File: src/rtl/instr_fetch.sv
// Instruction fetch: one outstanding imem request feeding a 2-entry {pc, instr} buffer.
// Define IF_PERF_CNT_EN to add the fetch_count / flush_count performance counters.
module instr_fetch #(
  parameter logic [31:0] RESET_PC = 32'h0000_0000
) (
  input  logic        clk,
  input  logic        rst,
  output logic        imem_req,
  output logic [31:0] imem_addr,
  input  logic        imem_ack,
  input  logic [31:0] imem_data,
  input  logic        stall,
  input  logic        redirect,
  input  logic [31:0] redirect_target,
  output logic [31:0] instr,
  output logic [31:0] pc,
  output logic        instr_valid
`ifdef IF_PERF_CNT_EN
  ,
  output logic [31:0] fetch_count,
  output logic [31:0] flush_count
`endif
);

  localparam logic [1:0] IDLE  = 2'd0;
  localparam logic [1:0] WAIT  = 2'd1;
  localparam logic [1:0] DRAIN = 2'd2;

  typedef struct packed {
    logic [31:0] pc;
    logic [31:0] instr;
  } entryT;

  logic [1:0]  state;
  logic [31:0] fetchPc;
  logic [31:0] reqAddr;
  logic [1:0]  entryCount;
  entryT       headEntry;
  entryT       tailEntry;
  entryT       newEntry;
  logic        issue;
  logic        accept;
  logic        pop;

  // A new request leaves IDLE only with buffer room, so a push can never overflow.
  assign issue     = (state == IDLE) && (entryCount != 2'd2) && !redirect && !rst;
  assign accept    = (state == WAIT) && imem_ack && !redirect;
  assign pop       = instr_valid && !stall && !redirect;
  assign newEntry  = {fetchPc + 32'd1, imem_data};

  assign imem_req    = issue || (state == WAIT) || (state == DRAIN);
  assign imem_addr   = (state == IDLE) ? fetchPc : reqAddr;
  assign instr_valid = (entryCount != 2'd0);
  assign instr       = headEntry.instr;
  assign pc          = headEntry.pc;

  // NOTE: sequential state uses non-blocking assignments so every register samples pre-edge values.
  always_ff @(posedge clk or posedge rst) begin
    if (rst) begin
      state   <= IDLE;
      fetchPc <= RESET_PC;
      reqAddr <= RESET_PC;
    end else begin
      if (redirect) begin
        fetchPc <= redirect_target;
      end else if (accept) begin
        fetchPc <= fetchPc + 32'd1;
      end
      case (state)
        IDLE: begin
          if (issue) begin
            state   <= WAIT;
            reqAddr <= fetchPc;
          end
        end
        WAIT: begin
          if (imem_ack)      state <= IDLE;
          else if (redirect) state <= DRAIN;
        end
        DRAIN: begin
          if (imem_ack) state <= IDLE;
        end
        default: state <= IDLE;
      endcase
    end
  end

  always_ff @(posedge clk or posedge rst) begin
    if (rst) begin
      entryCount <= 2'd0;
    end else if (redirect) begin
      entryCount <= 2'd0;
    end else if (accept && !pop) begin
      entryCount <= entryCount + 2'd1;
    end else if (pop && !accept) begin
      entryCount <= entryCount - 2'd1;
    end
  end

  // The head register doubles as the output register, so it resets to drive zeros.
  always_ff @(posedge clk or posedge rst) begin
    if (rst) begin
      headEntry <= '0;
    end else if (accept && ((entryCount == 2'd0) || (entryCount == 2'd1 && pop))) begin
      headEntry <= newEntry;
    end else if (pop && entryCount == 2'd2) begin
      headEntry <= tailEntry;
    end
  end

  // NOTE: the tail slot is storage only; entryCount qualifies it, so it needs no reset.
  always_ff @(posedge clk) begin
    if (accept && ((entryCount == 2'd1 && !pop) || (entryCount == 2'd2 && pop))) begin
      tailEntry <= newEntry;
    end
  end

`ifdef IF_PERF_CNT_EN
  always_ff @(posedge clk or posedge rst) begin
    if (rst) begin
      fetch_count <= 32'd0;
      flush_count <= 32'd0;
    end else begin
      if (accept)   fetch_count <= fetch_count + 32'd1;
      if (redirect) flush_count <= flush_count + 32'd1;
    end
  end
`endif

endmodule

File: config.mk
export PLATFORM = sky130hd
export DESIGN_NAME = instr_fetch
export DESIGN_NICKNAME = d
export VERILOG_FILES = /design/src/rtl/instr_fetch.sv
export SDC_FILE = /design/constraint.sdc
export NUM_CORES = 1
export LEC_CHECK = 0
export CORE_ASPECT_RATIO = 1.25
export CORE_MARGIN = 3
export CORE_UTILIZATION = 53
export CTS_CLUSTER_SIZE = 30
export DETAILED_ROUTE_END_ITERATION = 7
export GPL_TIMING_DRIVEN = 0
export PLACE_DENSITY = 0.9
export SKIP_CTS_REPAIR_TIMING = 1
export SLEW_MARGIN = 20
export SYNTH_ARGS = -nofsm -noshare
export SYNTH_HDL_FRONTEND = slang
export SYNTH_SLANG_ARGS = --single-unit
export TNS_END_PERCENT = 10
File: constraint.sdc
create_clock -name clk -period 6.5 [get_ports clk]
set_input_delay 0.975 -clock clk [delete_from_list [all_inputs] [get_ports clk]]
set_output_delay 0.975 -clock clk [all_outputs]
set_load 0.02 [all_outputs]
**Word level (Yosys, flattened, before mapping)**

Index checks and enable logic that the tools add are counted.

- Reduce and logical (&&, ||, !) cells: 31
- Eq/ne operators: 8
- Mux-type cells: 13
- Add/subtract/negate cells: 3

Operators with widths:

| kind | count |
|---|---|
| 64-bit 2-to-1 mux | 2 |
| 32-bit 2-to-1 mux | 3 |
| 32-bit by 1-bit adder with 32-bit output (second input constant) | 1 |
| 1-bit logical AND | 14 |
| 2-bit 2-to-1 mux | 7 |
| 2-bit != test (second input constant) | 3 |
| 2-bit one-hot mux with 3 select lines | 1 |
| 2-bit nonzero test | 3 |
| 1-bit zero test | 5 |
| 2-bit by 1-bit equality test with 1-bit output (second input constant) | 2 |
| 2-bit equality test (second input constant) | 2 |
| 2-bit zero test | 2 |
| 1-bit logical OR | 4 |
| 3-bit != test (second input constant) | 1 |
| 3-bit AND reduction | 1 |
| 3-bit nonzero test | 1 |
| 2-bit by 1-bit adder with 2-bit output (second input constant) | 1 |
| 2-bit AND reduction | 1 |
| 2-bit by 1-bit subtractor with 2-bit output (second input constant) | 1 |

- Output and inout bits: 98
- Register bits after elaboration: 196
- Word-level logic and storage cells: 63
- Input port bits: 69

**Logic depth before layout (Yosys ltp)**

Gate-level depths: netlist (run 1).

- Word-level depth: 8
- Mapped depth: 8
- Gate-level depth less buffers: 6

**Least setup slack after synthesis (run 1)**

No wires, ideal clock.

- Path type: input port to flip-flop
- From: input port imem_ack
- To: register tailEntry[0] in the netlist's numbering (enable)
- Buffers on the path: 1
- Data arrival time: 5794 ps
- Required time: 5935 ps
- Setup time: 565 ps
- Cell stages on the path: 3
- Setup slack: 141 ps
- Cells stage by stage: nand3b_1 buf_2 nor3_1

- Word-level cells in the longest chain between the ends: 3

Ends and longest elaborated chain:

| element | line | RTL |
|---|---|---|
| start: declaration | 10 | `input logic imem_ack,` |
| 1-bit logical AND (2 in series) | 47 | `assign accept = (state == WAIT) && imem_ack && !redirect;` |
| 1-bit logical AND | 113 | `if (accept && ((entryCount == 2'd1 && !pop) \|\| (entryCount == 2'd2 && pop))) begin` |
| end signal: assignment | 114 | `tailEntry <= newEntry;` |
| end: declaration | 39 | `entryT tailEntry;` |

No other way between the ends.
A chain may end at the register's enable or synchronous reset.

**Final worst setup path (run 1)**

- From: input port rst
- To: output port imem_req

- Word-level cells in the longest chain between the ends: 4

Ends and longest elaborated chain:

| element | line | RTL |
|---|---|---|
| start: declaration | 7 | `input logic rst,` |
| 1-bit zero test (no source line) | - |  |
| 1-bit logical AND | 46 | `assign issue = (state == IDLE) && (entryCount != 2'd2) && !redirect && !rst;` |
| 1-bit logical OR (2 in series) | 51 | `assign imem_req = issue \|\| (state == WAIT) \|\| (state == DRAIN);` |
| end: declaration | 8 | `output logic imem_req,` |

No other way between the ends.

==> out/metrics.csv, run 1 <==
metric,value,unit
syn_avg_cell_area,11.8,um^2
die_y,153,um
clk_latency,0.43,ns
wirelength,21.9,mm
leakagePower,0.00449,uW
synth-seq-cells,196,
maxCapViolCount,0,
nFillCells,1233,
ant_nets,0,
rows,53,
p_total,4530,uW
path_clk_slew,0.07,ns
io_pins,167,
final_layout_size_suffix_gt1_share,16.1,%
antenna_found_initial,0,
cts_num_sinks,196,
ys_types,44,
skew,0.0108,ns
drc,0,
fin_hold_ws,0.486,ns
grt_pass1_wl,34.8,mm
synth_edf_count,64,
max_freq,235,MHz
vias_per_cell,5.52,
synth_area_leader_cell,dfrtp_1,
hp-class,flip-flop to flip-flop,
post-dp-hpwl,15.8,mm
timing_worst_slew_pin_value,0.697,ns
setup_violations,0,
port-buffer-count,165,
cts-root-buf,clkbuf_16,
synth_common_cells,"132 x dfrtp_1, 72 x nand2_1, 66 x mux2i_1",
ir_drop,0.000226,V
seq_area,0.00523,mm^2
core,0.0169,mm^2
antennaDiodeCount,0,
first_pass_iters,6,
gr-total-overflow,0,
synth_flop_cell,dfrtp_1,
wl_per_cell,18.2,um
grt_use_total,23.4,%
multi_input_area,0.00358,mm^2
grt_max_degree,84,
htree_levels,4,
worst_slack,2.24,ns
postSynthCellCount,778,
cts_buffer_depth,2,
synth_most_common_cell,dfrtp_1,
areaGrowthSynthToFinish,27.9,%
ys_warn_count,0,
pwr_density_cell,386,mW/mm^2
start_util,54.2,%
period_share,65.5,%
outcome,finished clean,
die_w,124,um
final_nets,1043,
worstPathRequired,5.52,ns
ys_seq_area_share,57.0,%
slew_headroom,53.4,%
hold_viol,0,
dr_total_vias,6643,
crit_path_start_kind,input pin,
synth_fp_nets,851,
async_flop_share,67.3,%
drt_iter0_drc,660,
dieArea,0.0189,mm^2
place_ws,2.30,ns
cts_tree,yes,
cts_buffers,17,
crit_fanout,10,
yosysTopAreaCellShare,36.0,%
fin_crit,4.26,ns
timing.setup.tns,0,ns
first_global_vias,7000,
synth_area,0.00917,mm^2
grt_setup_unrepaired,false,
slew_violations,0,
netlist_top_cells_area,"dfrtp_1 36%, edfxtp_1 21%, mux2_2 7.7%",
worst_setup_path_end_kind,primary output,
cp.arrival,3.29,ns
gp_congestion,0.955,
path_class,input pin to primary output,
[registers in the layout (all words and copies together), names as in the netlist]
register / cells
reqAddr: 32
pc: 32
tailEntry: 64
entryCount: 2
fetchPc: 32
instr: 32
state: 2
[final cells by class]
type | count | area share [%]
Sequential cell | 196 | 44.6
Multi-Input combinational cell | 511 | 30.5
Timing Repair Buffer | 173 | 14.8
Clock buffer | 18 | 3.66
Buffer | 64 | 2.92
Tap cell | 220 | 2.35
Clock inverter | 14 | 0.865
Inverter | 7 | 0.288
[layer usage]
metal / vias up / GRT usage (%) / share of wire, %
met1: 3221 / 30.0 / 41
met5: - / 0 / 0
li1: 3096 / - / -
met2: 280 / 39.5 / 51
met3: 46 / 4.18 / 5.9
met4: 0 / 8.34 / 2.4
[final timing paths]
check	start	endpoint	slack [ns]	cells past startpoint
worst min-delay path	reqAddr[0]$_DFFE_PP0P_	reqAddr[0]$_DFFE_PP0P_	0.49	2
worst max register to register	entryCount[0]$_DFFE_PP0P_	instr[23]$_DFFE_PP0P_	4.14	7
min in group asynchronous	rst	reqAddr[16]$_DFFE_PP0P_	1.00	2
max in group asynchronous	rst	instr[12]$_DFFE_PP0P_	4.75	3
worst max-delay path	rst	imem_req	2.24	6
worst min register to register	reqAddr[0]$_DFFE_PP0P_	reqAddr[0]$_DFFE_PP0P_	0.49	2
[cells in the final DEF, fill, tap and decap left out, types with 2 or more instances in the layout]
cell type / count
a21oi_1: 47
and3_1: 2
and4_1: 2
buf_2: 28
buf_4: 18
buf_6: 2
clkbuf_1: 20
clkbuf_16: 17
clkbuf_4: 4
clkdlybuf4s50_1: 165
clkinv_1: 2
clkinv_2: 2
clkinvlp_4: 3
dfrtp_1: 132
edfxtp_1: 64
ha_1: 4
inv_1: 6
inv_6: 7
mux2_2: 63
mux2i_1: 66
nand2_1: 72
nand2b_1: 4
nand3_1: 21
nand3b_1: 3
nand4_1: 23
nor2_1: 59
nor2b_1: 2
nor3_1: 6
nor3_2: 3
nor4_1: 2
o21a_1: 19
o21ai_0: 24
o21ai_1: 9
or2_2: 4
xnor2_1: 28
xor2_1: 34
[critical path: stages]
cell,delay [ns]
clkdlybuf4s50_1,0.62
nor3_1,0.08
nand2_1,0.33
clkbuf_1,0.53
nand3_1,0.18
clkdlybuf4s50_1,0.58
[where the power goes]
group          total (uW)  switching, uW  leakage, uW  internal, uW
clock                 964            470     0.000254           494
combinational        1770            878      0.00210           888
sequential           1800            186      0.00214          1610
[kinds of logic (layout without fill, tap and decap cells)]
logic type	Yosys count	after routing	share of synthesized area [%]
compound gates	103	103	6.28
xor+xnor	62	62	5.92
fa+ha+maj	4	4	0.546
buf+inv	71	276	4.03
flops	196	196	57.0
mux	129	129	14.9
simple gates	213	213	11.3
[per-stage QoR]
stage,instance area [um^2],instances,util [%]
finish,11700,1203,69.3
global placement,11100,1163,65.6
CTS,11700,1203,69.3
floorplan,9170,778,-
detailed placement,11200,1171,66.2
global route,11700,1203,69.3
No activity file was read; power rests on OpenSTA's default activity.
==> run 2, diff against run 1 <==
- CORE_UTILIZATION: 53 -> 48
- PLACE_DENSITY: 0.9 -> 0.86
- clock period: 6.5 -> 3.8 ns (I/O delays scaled with it)
==> out/metrics.csv, run 2 (synthesis results as in run 1) <==
metric,value,unit,change
grt_pass1_wl,35.7,mm,+2.7%
outcome,finished clean,,
antenna_found_initial,0,,unchanged
grt_use_total,21.8,%,-1.7 points
skew,0.0119,ns,+0.00112 ns
fin_cells,1211,,+0.67%
clk_latency,0.43,ns,about the same
hold_viol,0,,unchanged
period_share,93.7,%,
place_area,0.0113,mm^2,+0.65%
pwr_density_cell,663,mW/mm^2,+72%
cp_top_family,simple AND/OR/NAND/NOR gates,,
fin_crit,3.56,ns,
vias_per_cell,5.48,,-0.83%
rows,55,,+3.8%
fin_area,0.0118,mm^2,+1.0%
wl_per_cell,18.4,um,+1.5%
first_pass_iters,5,,-1
start_util,49.7,%,-4.5 points
grt_max_degree,32,,-62%
cts_buffers,17,,unchanged
top_register,tailEntry,,
final_layout_size_suffix_gt1_share,15.9,%,-0.20 points
io_pins,167,,unchanged
port-buffer-count,165,,unchanged
slew_headroom,50.8,%,-2.6 points
utilization,64.2,%,-5.1 points
cpPeakStageDelay,0.62,ns,about the same
worst_slack,0.240,ns,-2.00 ns
setup_violations,0,,unchanged
post-dp-hpwl,16.0,mm,+1.4%
crit_fanout,10,,unchanged
gp_congestion,0.891,,-6.7%
drc,0,,unchanged
final_nets,1043,,unchanged
antennaDiodeCount,0,,unchanged
cp.arrival,2.99,ns,-0.30 ns
htree_levels,4,,unchanged
leakagePower,0.00453,uW,+1.0%
slew_violations,0,,unchanged
cts-root-buf,clkbuf_16,,
hp-class,flip-flop to flip-flop,,
drt_iter0_drc,451,,-32%
grt_setup_unrepaired,false,,
crit_path_start_kind,flip-flop,,
dr_total_vias,6632,,-0.17%
final_cell_mix,"165 x clkdlybuf4s50_1, 132 x dfrtp_1, 72 x nand2_1",,
path_buf_inv,2,,-1
ant_nets,0,,unchanged
first_global_vias,6856,,-2.1%
areaGrowthSynthToFinish,29.2,%,
rrSetupSlack,1.47,ns,-2.67 ns
maxCapViolCount,0,,unchanged
dieArea,0.0208,mm^2,+9.9%
gr-total-overflow,0,,unchanged
cts_tree,yes,,
path_clk_slew,0.07,ns,about the same
wl_met1,9.37,mm,+5.1%
largest_reg_flops,64,,unchanged
path_cells,"nor2_1, nand2_1, clkbuf_1, nand3_1, clkdlybuf4s50_1",,
timing_worst_slew_pin_value,0.733,ns,+0.0355 ns
dp.cells,1179,,+0.68%
die_y,161,um,+4.9%
path_class,flip-flop to primary output,,
highest_layer,met4,,
worst_setup_path_end_kind,primary output,,
wirelength,22.3,mm,+2.1%
max_freq,281,MHz,
die_w,130,um,+4.8%
ir_drop,0.000347,V,+54%
critPathSlowestCell,clkdlybuf4s50_1,,
cts_num_sinks,196,,unchanged
worstPathRequired,3.23,ns,-2.29 ns
core,0.0184,mm^2,+9.1%
place_ws,0.524,ns,-1.77 ns
dr_wl_met2,11.3,mm,+1.8%
cts_buffer_depth,2,,unchanged
layout_commonest_cell,clkdlybuf4s50_1,,
wl_met3,1.08,mm,-17%
## run 2: cell type report
type	instances	area, um^2
sequential	196	5230
clock buffer	26	510
multi-input combinational	511	3590
tap	228	285
timing repair buffer	173	1800
inverter	7	30.0
fill	1421	6600
buffer	64	343
clock inverter	6	67.6
## run 2: final timing paths
check	start	end	cells after the start
worst max register to register	entryCount[0]$_DFFE_PP0P_	tailEntry[25]$_DFFE_PP_	7
min in group asynchronous	rst	reqAddr[15]$_DFFE_PP0P_	2
worst min register to register	reqAddr[0]$_DFFE_PP0P_	reqAddr[0]$_DFFE_PP0P_	2
worst min-delay path	reqAddr[0]$_DFFE_PP0P_	reqAddr[0]$_DFFE_PP0P_	2
max in group asynchronous	rst	instr[12]$_DFFE_PP0P_	4
worst max-delay path	state[0]$_DFFE_PP0P_	imem_req	5
## run 2: tightest hold or removal path, delay by kind of cell (launching register included)
| family | cells | cell delay (ns) |
|---|---|---|
| AO/OA/AOI/OAI | 1 | 0.07 |
| AND/OR/NAND/NOR | 1 | 0.05 |
| flip-flops | 1 | 0.34 |
## run 2: layer usage
layer	global-route usage [%]	vias to the layer above
met3	3.49	47
met1	28.1	3242
met5	0	-
li1	-	3092
met2	37.3	251
met4	7.04	0
## run 2: report_power, final
| group | internal (uW) | switching (uW) |
|---|---|---|
| combinational | 1530 | 1510 |
| clock | 1000 | 757 |
| sequential | 2760 | 308 |
## run 2: metrics by stage
stage	setup TNS (ns)	power, uW	hold slack [ns]
after floorplan	0	4750	0.446
after global placement	-46.26	6040	0.463
after detailed placement	0	6160	0.487
after CTS	0	7910	0.502
after global routing	0	8250	0.517
final	0	7860	0.495
